File: config.mk
export PLATFORM = sky130hd
export DESIGN_NAME = spi_shift_engine
export DESIGN_NICKNAME = d
export VERILOG_FILES = /design/src/rtl/spi_shift_engine.sv
export SDC_FILE = /design/constraint.sdc
export NUM_CORES = 1
export LEC_CHECK = 0
export BUFFER_PORTS_ARGS = -buffer_cell sky130_fd_sc_hd__buf_2
export CAP_MARGIN = 20
export CORE_MARGIN = 1
export CORE_UTILIZATION = 45
export CTS_BUF_LIST = sky130_fd_sc_hd__clkbuf_16
export DETAILED_ROUTE_END_ITERATION = 12
export GPL_TIMING_DRIVEN = 0
export PLACE_DENSITY = 0.66
export SLEW_MARGIN = 20
export SYNTH_ARGS = -nofsm -noshare
export SYNTH_HDL_FRONTEND = slang
export SYNTH_SLANG_ARGS = --single-unit
export TNS_END_PERCENT = 100
File: constraint.sdc
create_clock -name clk_100 -period 4.8 [get_ports clk_100]
set_input_delay 1.2 -clock clk_100 [delete_from_list [all_inputs] [get_ports clk_100]]
set_output_delay 1.2 -clock clk_100 [all_outputs]
set_load 0.02 [all_outputs]
File: src/rtl/spi_shift_engine.sv
// SPI mode-0 master shift engine driven by an external sck_in divider tick.
// Define SPI_LOOPBACK_EN to route mosi back into the receive shifter instead of miso.
`timescale 1ns/1ps
module spi_shift_engine #(
  parameter int DATA_W = 8
) (
  input  logic              clk_100,
  input  logic              a_rst,
  input  logic              sck_in,
  input  logic [DATA_W-1:0] tx_data,
  input  logic              tx_valid,
  output logic              tx_ready,
  output logic [DATA_W-1:0] rx_data,
  output logic              rx_valid,
  input  logic              miso,
  output logic              mosi,
  output logic              sclk,
  output logic              cs_n
);

  localparam int CNT_W = $clog2(DATA_W + 1);

  typedef enum logic [1:0] {IDLE, SETUP, SHIFT, DONE} state_t;

  state_t              state_reg, state_next;
  logic                sck_d_reg;
  logic [DATA_W-1:0]   tx_shift_reg, tx_shift_next;
  logic [DATA_W-1:0]   rx_shift_reg, rx_shift_next;
  logic [DATA_W-1:0]   rx_data_reg, rx_data_next;
  logic [CNT_W-1:0]    bit_cnt_reg, bit_cnt_next;
  logic                cs_n_reg, cs_n_next;
  logic                sclk_reg, sclk_next;
  logic                rx_valid_reg, rx_valid_next;
  logic                rise, fall;
  logic                miso_eff;

  assign rise = sck_in & ~sck_d_reg;
  assign fall = ~sck_in & sck_d_reg;

`ifdef SPI_LOOPBACK_EN
  assign miso_eff = mosi;
`else
  assign miso_eff = miso;
`endif

  // mosi is gated so a stale shifter MSB never leaks while deselected
  assign mosi     = ~cs_n_reg & tx_shift_reg[DATA_W-1];
  assign tx_ready = (state_reg == IDLE);
  assign rx_data  = rx_data_reg;
  assign rx_valid = rx_valid_reg;
  assign sclk     = sclk_reg;
  assign cs_n     = cs_n_reg;

  always_ff @(posedge clk_100 or posedge a_rst) begin
    if (a_rst) begin
      state_reg <= IDLE;
    end else begin
      state_reg <= state_next;
    end
  end

  always_comb begin
    state_next    = state_reg;
    tx_shift_next = tx_shift_reg;
    rx_shift_next = rx_shift_reg;
    bit_cnt_next  = bit_cnt_reg;
    cs_n_next     = cs_n_reg;
    sclk_next     = 1'b0;
    rx_data_next  = rx_data_reg;
    rx_valid_next = 1'b0;
    unique case (state_reg)
      IDLE: begin
        if (tx_valid) begin
          tx_shift_next = tx_data;
          rx_shift_next = '0;
          bit_cnt_next  = '0;
          cs_n_next     = 1'b0;
          state_next    = SETUP;
        end
      end
      SETUP: begin
        // Waiting for a fall gives mosi at least half an sck period of setup
        if (fall) state_next = SHIFT;
      end
      SHIFT: begin
        sclk_next = sck_in;
        if (rise) begin
          rx_shift_next = {rx_shift_reg[DATA_W-2:0], miso_eff};
          bit_cnt_next  = bit_cnt_reg + 1'b1;
        end else if (fall) begin
          if (bit_cnt_reg == CNT_W'(DATA_W)) begin
            state_next = DONE;
          end else begin
            tx_shift_next = tx_shift_reg << 1;
          end
        end
      end
      DONE: begin
        cs_n_next     = 1'b1;
        rx_data_next  = rx_shift_reg;
        rx_valid_next = 1'b1;
        state_next    = IDLE;
      end
      default: state_next = IDLE;
    endcase
  end

  always_ff @(posedge clk_100 or posedge a_rst) begin
    if (a_rst) begin
      sck_d_reg    <= 1'b0;
      tx_shift_reg <= '0;
      rx_shift_reg <= '0;
      rx_data_reg  <= '0;
      bit_cnt_reg  <= '0;
      cs_n_reg     <= 1'b1;
      sclk_reg     <= 1'b0;
      rx_valid_reg <= 1'b0;
    end else begin
      sck_d_reg    <= sck_in;
      tx_shift_reg <= tx_shift_next;
      rx_shift_reg <= rx_shift_next;
      rx_data_reg  <= rx_data_next;
      bit_cnt_reg  <= bit_cnt_next;
      cs_n_reg     <= cs_n_next;
      sclk_reg     <= sclk_next;
      rx_valid_reg <= rx_valid_next;
    end
  end

endmodule

-- Yosys cells after proc, flatten, opt, wreduce, memory -nomap -nowiden
Index checks and enable logic that the tools add are counted.
- register bits after elaboration: 34
- bits of input ports: 13
- output and inout bits: 13
- logic and storage cells: 55
- add/sub/neg operators: 1
- eq/ne operators: 11
- muxes and demuxes: 21
- bitwise gates (word level): 6
- reduce and logical (&&, ||, !) cells: 7
- operators by type and width (operator ; count):
    2-to-1 mux 8 bit ; 6
    one-hot mux 8 bit (2 select lines) ; 2
    inequality test 2 bit (second input constant) ; 7
    2-to-1 mux 2 bit ; 5
    AND reduction 5 bit ; 2
    2-to-1 mux 4 bit ; 2
    one-hot mux 2 bit (4 select lines) ; 1
    one-hot mux 4 bit (2 select lines) ; 1
    adder 4 x 1 -> 4 bit (second input constant) ; 1
    equality test 2 bit (second input constant) ; 2
    equality test 4 bit (second input constant) ; 1
    nonzero test 2 bit ; 2
    AND 1 bit ; 3
    2-to-1 mux 1 bit ; 3
    NOT 1 bit ; 3
    AND reduction 3 bit ; 1
    equality test 2 x 1 -> 1 bit (second input constant) ; 1
    logical NOT 2 bit ; 1
    one-hot mux 1 bit (2 select lines) ; 1
    AND reduction 2 bit ; 1

-- Depth between registers and ports, before layout
Gate-level depths: netlist (run 1).
- depth after elaboration: 5
- mapped depth: 7
- depth with buffers taken out: 5

-- Worst setup path after synthesis (run 1)
Ideal clock, no wire load.
- path kind: input -> register
- start: input sck_in
- end: register tx_shift_reg[0]
- setup time: 0.125 ns
- arrival time: 2.139 ns
- required time: 4.675 ns
- path slack: 2.537 ns
- stages: 3
- path buffers: 0
- path through: nand2b_1 -> a211oi_4 -> mux2_2
- word-level cells in the longest chain between the ends: 4
- elaborated cells between the ends (all ways): 6
- those cells by class: eq/ne: 2; bitwise: 3; reduce/logical: 1
- RTL lines (what ; line ; text):
    start: declaration ; 9 ; input logic sck_in,
    NOT 1 bit ; 38 ; assign fall = ~sck_in & sck_d_reg;
    AND 1 bit ; 38 ;
    inequality test 2 bit (no line) ; - ;
    AND reduction 5 bit (no line) (*) ; - ;
    end signal: assignment ; 120 ; tx_shift_reg <= tx_shift_next;
    end: declaration ; 27 ; logic [DATA_W-1:0] tx_shift_reg, tx_shift_next;
Mark *: on every way between the ends. The rest lies on a longest branch, timed or not.
A chain may end at the register's enable or synchronous reset.

-- Worst setup path in the final report (run 1)
- start: register state_reg[0]
- end: output tx_ready
- word-level cells in the longest chain between the ends: 1
- RTL lines (what ; line ; text):
    start: declaration ; 25 ; state_t state_reg, state_next;
    start signal: assignment ; 58 ; state_reg <= state_next;
    logical NOT 2 bit ; 48 ; assign tx_ready = (state_reg == IDLE);
    end: declaration ; 12 ; output logic tx_ready,
No other way between the ends.

==> qor.tcl, run 1 <==
set qor(setup_skew_after_layout_ns) 0.00294
set qor(wl_met2_um) 1320
set qor(worst_setup_path_start_kind) {flip-flop}
set qor(final_common_cell) {sky130_fd_sc_hd__dfrtp_1}
set qor(hold_violations) 0
set qor(unrepaired_setup_endpoints_after_global_routing) {no}
set qor(areaGrowthSynthToFinish_pct) 22.6
set qor(timing.hold.worst.class) {flip-flop to flip-flop}
set qor(wl_met3_um) 106
set qor(number_of_fill_cells) 298
set qor(synthesis.yosys.warnings) 0
set qor(via_count_normalized_by_instance_count) 4.89
set qor(final_nets) 187
set qor(outcome) {completed}
set qor(worst-slew-pin-transition_ns) 0.688
set qor(p_per_area_mw_per_mm2) 662
set qor(worst-setup-path-type) {flip-flop to primary output}
set qor(post_synth_inst_count) 134
set qor(rrSetupSlack_ns) 2.75
set qor(cp.required_ns) 3.60
set qor(layout_common_cells) {sky130_fd_sc_hd__dfrtp_1, sky130_fd_sc_hd__buf_2, sky130_fd_sc_hd__mux2_2, sky130_fd_sc_hd__inv_1, sky130_fd_sc_hd__mux2i_1}
set qor(cts_post_setup_buffers_inserted) 0
set qor(width_of_the_chip_um) 62.4
set qor(syn_nets) 155
set qor(leakagePower_uw) 0.000978
set qor(post-route-min-period_ns) 2.52
set qor(ys_seq_area_share_pct) 51.8
set qor(layout.cells.non_filler) 213
set qor(top_signal_layer_used) {met4}
set qor(detailedRoute.firstIterationViolations) 45
set qor(reg2reg_depth) 6
set qor(m1WireLength_um) 1230
set qor(top_level_ports) 26
set qor(postCtsHoldBufs) 0
set qor(slew_headroom_pct) 54.1
set qor(clk-insertion-delay-late_ns) 0.28
set qor(first_pass_iters) 6
set qor(htree_num_levels) 2
set qor(routabilityCongestion) 0.773
set qor(antenna_found_initial) 0
set qor(design.die.area_mm2) 0.00390
set qor(fmax_ghz) 0.397
set qor(clk_root_buffer_cell) {sky130_fd_sc_hd__clkbuf_16}
set qor(cts_inserted_buffers) 5
set qor(grt_use_total_pct) 17.3
set qor(drt-total-wl_um) 2710
set qor(die-height_um) 62.4
set qor(initial_cell_density_of_the_core_pct) 48.1
set qor(drv_slew) 0
set qor(cts_max_path_buffers) 2
set qor(setup_total_negative_slack_ns) 0
set qor(post_route_cells_drive_above_1_share_pct) 35.9
set qor(power.ir.vdd_worst_uv) 377
set qor(hold_depth) 1
set qor(coreArea_mm2) 0.00342
set qor(vias) 1041
set qor(critPathCaptureType) {primary output}
set qor(cts.repair.resized) 0
set qor(area_of_the_mapped_netlist_mm2) 0.00164
set qor(tritoncts) {yes}
set qor(port_buffer_cells) 25
set qor(grt_max_degree) 35
set qor(wl_per_cell_um) 12.7
set qor(placed_cells_incl_taps) 205
set qor(grt_pass1_wl_um) 5090
set qor(ys_types) 24
set qor(drt.antenna.violating_nets) 0
set qor(numClockSinks) 34
set qor(insertedDiodeCount) 0
set qor(first_global_vias) 1132
set qor(cp_max_fo) 6
set qor(arrival_time_at_the_worst_endpoint_ns) 1.32
set qor(timing.final.crit_share_pct) 52.4
set qor(clk_pin_slew_worst_paths_ns) 0.05
set qor(post-route-drc-count) 0
set qor(multi_input_area_um2) 704
set qor(dpl.hpwl_um) 1930
set qor(avgSynthCellArea_um2) 12.3
set qor(setup_viol) 0
set qor(maxCapViolCount) 0
set qor(rows) 21
set qor(overflow) 0
set qor(seqCellArea_um2) 852
set qor(synth_seq_cells) 34
==> synthesized netlist by cell type, drive strengths merged <==
master	number	area share [%]
dfrtp	33	50
mux2	24	16
inv	16	3.7
mux2i	14	8.5
nand2	13	3.0
ha	8	6.1
nand2b	4	1.5
a211oi	3	2.1
clkbuf	3	0.68
a21oi	2	0.61
buf	2	0.99
nand3b	2	0.91
nor2b	2	0.76
a222oi	1	0.61
a31oi	1	0.38
and2	1	0.38
and4b	1	0.61
dfstp	1	1.6
nand3	1	0.30
nor2	1	0.23
or2	1	0.38
==> path summary, 6_finish.rpt <==
kind                                           from                     endpoint
setup / recovery           state_reg[0]$_DFFE_PP0P_                     tx_ready
hold / removal               rx_data[6]$_DFFE_PP0P_       rx_data[6]$_DFFE_PP0P_
setup reg to reg           state_reg[0]$_DFFE_PP0P_  tx_shift_reg[7]$_DFFE_PP0P_
hold reg to reg              rx_data[6]$_DFFE_PP0P_       rx_data[6]$_DFFE_PP0P_
max in group asynchronous                     a_rst       rx_data[7]$_DFFE_PP0P_
min in group asynchronous                     a_rst  tx_shift_reg[4]$_DFFE_PP0P_
==> critical path: stages (launching register included) <==
cell and delay, ns:
sky130_fd_sc_hd__dfrtp_1 0.39, sky130_fd_sc_hd__inv_1 0.16, sky130_fd_sc_hd__ha_1 0.29, sky130_fd_sc_hd__buf_2 0.20
==> cells by family (layout without fill, tap and decap cells) <==
family,Yosys count,in the layout,synth area share [%]
mux,38,38,25.0
compound gates,7,7,3.73
simple gates,26,26,8.07
fa+ha+maj,8,8,6.09
flops,34,34,51.8
buf+inv,21,54,5.33
==> power by group <==
| part | total, uW | internal (uW) | switching [uW] |
|---|---|---|---|
| sequential | 431 | 379 | 52.4 |
| combinational | 498 | 236 | 262 |
| clock | 405 | 295 | 110 |
| total | 1330 | 910 | 424 |
==> layout make-up <==
class	count	area share [%]
Timing Repair Buffer	25	6.21
Inverter	16	2.98
Clock buffer	5	6.21
Tap cell	46	2.86
Clock inverter	3	3.17
Multi-Input combinational cell	79	34.9
Sequential cell	34	42.3
Buffer	5	1.37
==> layer usage <==
| layer | vias to the layer above | track usage (%) |
|---|---|---|
| li1 | 512 | - |
| met1 | 507 | 20.0 |
| met2 | 17 | 28.7 |
| met3 | 5 | 5.47 |
| met4 | 0 | 8.72 |
| met5 | - | 0 |
==> metrics by stage <==
step	setup WS (ns)	hold WS, ns	area [um^2]	util, %	total power (uW)
5_1_grt	2.19	0.518	2020	59.0	1420
4_1_cts	2.27	0.503	2020	59.0	1360
3_3_place_gp	2.29	0.483	1830	53.5	921
3_5_place_dp	2.25	0.492	1830	53.5	943
6_report	2.28	0.501	2020	59.0	1330
2_1_floorplan	2.54	0.473	1640	-	822
Note: power is estimated with default switching activity, not from simulation.
==> inputs of run 2 (changes only) <==
--- a/config.mk
+++ b/config.mk
@@ -12,7 +12,7 @@
 export CTS_BUF_LIST = sky130_fd_sc_hd__clkbuf_16
 export DETAILED_ROUTE_END_ITERATION = 12
 export GPL_TIMING_DRIVEN = 0
-export PLACE_DENSITY = 0.66
+export PLACE_DENSITY = 0.68
 export SLEW_MARGIN = 20
 export SYNTH_ARGS = -nofsm -noshare
 export SYNTH_HDL_FRONTEND = slang
==> constraint.sdc (replaced) <==
create_clock -name clk_100 -period 2.1 [get_ports clk_100]
set_input_delay 0.525 -clock clk_100 [delete_from_list [all_inputs] [get_ports clk_100]]
set_output_delay 0.525 -clock clk_100 [all_outputs]
set_load 0.02 [all_outputs]
==> run 2 against run 1 <==
Compared with the run above:
- wire length rose by 7.9%
- worst setup slack got worse by 2.2 ns
- critical path depth rose by 4
- sequential cell count did not move
- clock-buffer cell count did not move
- clock power rose by 100%
- clock skew rose by 0.0035 ns
- global-route usage rose by 0.84 points
- critical endpoint is now state_reg[1]$_DFFE_PP0P_
- largest power group unchanged
==> qor.tcl, run 2 (same netlist as run 1, synthesis figures left out) <==
set qor(htree_num_levels) 2
set qor(design.die.area_mm2) 0.00390
set qor(vias) 1065
set qor(cp_max_fo) 10
set qor(antenna_found_initial) 0
set qor(clk-insertion-delay-late_ns) 0.28
set qor(arrival_time_at_the_worst_endpoint_ns) 2.17
set qor(dpl.hpwl_um) 1920
set qor(first_global_vias) 1148
set qor(numClockSinks) 34
set qor(cts_max_path_buffers) 2
set qor(gr-usage-met1_pct) 20.7
set qor(met3_usage_pct) 7.66
set qor(post-route-min-period_ns) 2.01
set qor(placement.cell_area_mm2) 0.00183
set qor(detailedRoute.firstIterationViolations) 33
set qor(rows) 21
set qor(fmax_ghz) 0.499
set qor(grt_pass1_wl_um) 5250
set qor(via_count_normalized_by_instance_count) 4.91
set qor(critPathCaptureType) {flip-flop}
set qor(globalRouteMet2Util_pct) 29.5
set qor(cp.required_ns) 2.26
set qor(timing.final.crit_share_pct) 95.5
set qor(port_buffer_cells) 25
set qor(post-route-drc-count) 0
set qor(drt.antenna.violating_nets) 0
set qor(coreArea_mm2) 0.00342
set qor(drv_slew) 0
set qor(setup_viol) 0
set qor(timing.hold.worst.class) {input pin to async pin}
set qor(die-height_um) 62.4
set qor(final_cell_area_mm2) 0.00202
set qor(insertedDiodeCount) 0
set qor(first_pass_iters) 4
set qor(maxCapViolCount) 0
set qor(overflow) 0
set qor(outcome) {completed}
set qor(top_level_ports) 26
set qor(clk_root_buffer_cell) {sky130_fd_sc_hd__clkbuf_16}
set qor(busiest_layer) {met2}
set qor(setup_total_negative_slack_ns) 0
set qor(final_common_cell) {sky130_fd_sc_hd__dfrtp_1}
set qor(p_per_area_mw_per_mm2) 1510
set qor(leakagePower_uw) 0.000993
set qor(grt_max_degree) 35
set qor(areaGrowthSynthToFinish_pct) 23.1
set qor(initial_cell_density_of_the_core_pct) 48.1
set qor(final_nets) 191
set qor(tritoncts) {yes}
set qor(cts_inserted_buffers) 5
set qor(worst-slew-pin-transition_ns) 0.703
set qor(clk_pin_slew_worst_paths_ns) 0.05
set qor(setup_skew_after_layout_ns) 0.00646
set qor(worst-setup-path-type) {flip-flop to flip-flop}
set qor(pre_cts_ws_ns) 0.00475
set qor(grt_use_total_pct) 18.1
set qor(final_critical_path_setup_slack_ns) 0.0944
set qor(drt-total-wl_um) 2930
set qor(hold_violations) 0
set qor(wl_per_cell_um) 13.5
set qor(width_of_the_chip_um) 62.4
set qor(worst_setup_path_start_kind) {flip-flop}
set qor(layout_common_cells) {sky130_fd_sc_hd__dfrtp_1, sky130_fd_sc_hd__buf_2, sky130_fd_sc_hd__mux2_2, sky130_fd_sc_hd__inv_1, sky130_fd_sc_hd__mux2i_1}
set qor(power.ir.vdd_worst_uv) 782
set qor(slew_headroom_pct) 53.1
set qor(post_route_cells_drive_above_1_share_pct) 38.6
set qor(routabilityCongestion) 0.764
[run 2: cell type report]
type | count | area, um^2
multi-input cells | 79 | 704
well taps | 46 | 57.6
fillers | 290 | 1390
plain buffers | 5 | 28.8
flip-flops and latches | 34 | 852
inverters | 16 | 60.1
clock buffers | 5 | 125
repair buffers | 29 | 155
clock inverters | 3 | 40.0
[run 2: routing by layer]
layer / vias up / share of wire [%]
met2: 22 / 50
li1: 517 / -
met5: - / 0
met3: 6 / 4.9
met1: 520 / 44
met4: 0 / 1.9
[run 2: metrics by stage]
step	util [%]	cells	total power, uW	hold slack (ns)
after floorplan	-	134	1880	0.473
after global placement	53.5	205	2100	0.484
after detailed placement	53.5	205	2160	0.492
after CTS	58.3	213	3000	0.378
after global routing	59.2	217	3270	0.395
final	59.2	217	3050	0.357
[run 2: path summary, 6_finish.rpt]
kind,cells after the start,to,start,slack (ns)
setup / recovery,7,state_reg[1]$_DFFE_PP0P_,state_reg[0]$_DFFE_PP0P_,0.09
hold / removal,2,bit_cnt_reg[0]$_DFFE_PP0P_,a_rst,0.36
setup reg to reg,7,state_reg[1]$_DFFE_PP0P_,state_reg[0]$_DFFE_PP0P_,0.09
hold reg to reg,1,rx_data[7]$_DFFE_PP0P_,rx_data[7]$_DFFE_PP0P_,0.50
max in group asynchronous,2,state_reg[0]$_DFFE_PP0P_,a_rst,1.29
min in group clk_100,1,sck_d_reg$_DFF_PP0_,sck_in,0.39
[run 2: critical path: stages (launching register included)]
cell,delay (ns)
sky130_fd_sc_hd__dfrtp_1,0.38
sky130_fd_sc_hd__inv_1,0.11
sky130_fd_sc_hd__ha_1,0.23
sky130_fd_sc_hd__buf_6,0.15
sky130_fd_sc_hd__or2_1,0.24
sky130_fd_sc_hd__a222oi_1,0.31
sky130_fd_sc_hd__buf_4,0.18
sky130_fd_sc_hd__mux2_1,0.31
[run 2: what timing repair did]
item / 4_1_cts / 5_1_grt
pin swaps: 1 / 2
hold endpoints to repair: 0 / 0
endpoints found under the setup margin: 1 / 19
hold buffers: 0 / 0
gates resized for setup: 0 / 2
setup buffers: 0 / 4
[run 2: report_power, final]
| part | internal, uW | switching (uW) |
|---|---|---|
| clock | 554 | 258 |
| combinational | 616 | 633 |
| sequential | 865 | 128 |
| total | 2040 | 1020 |
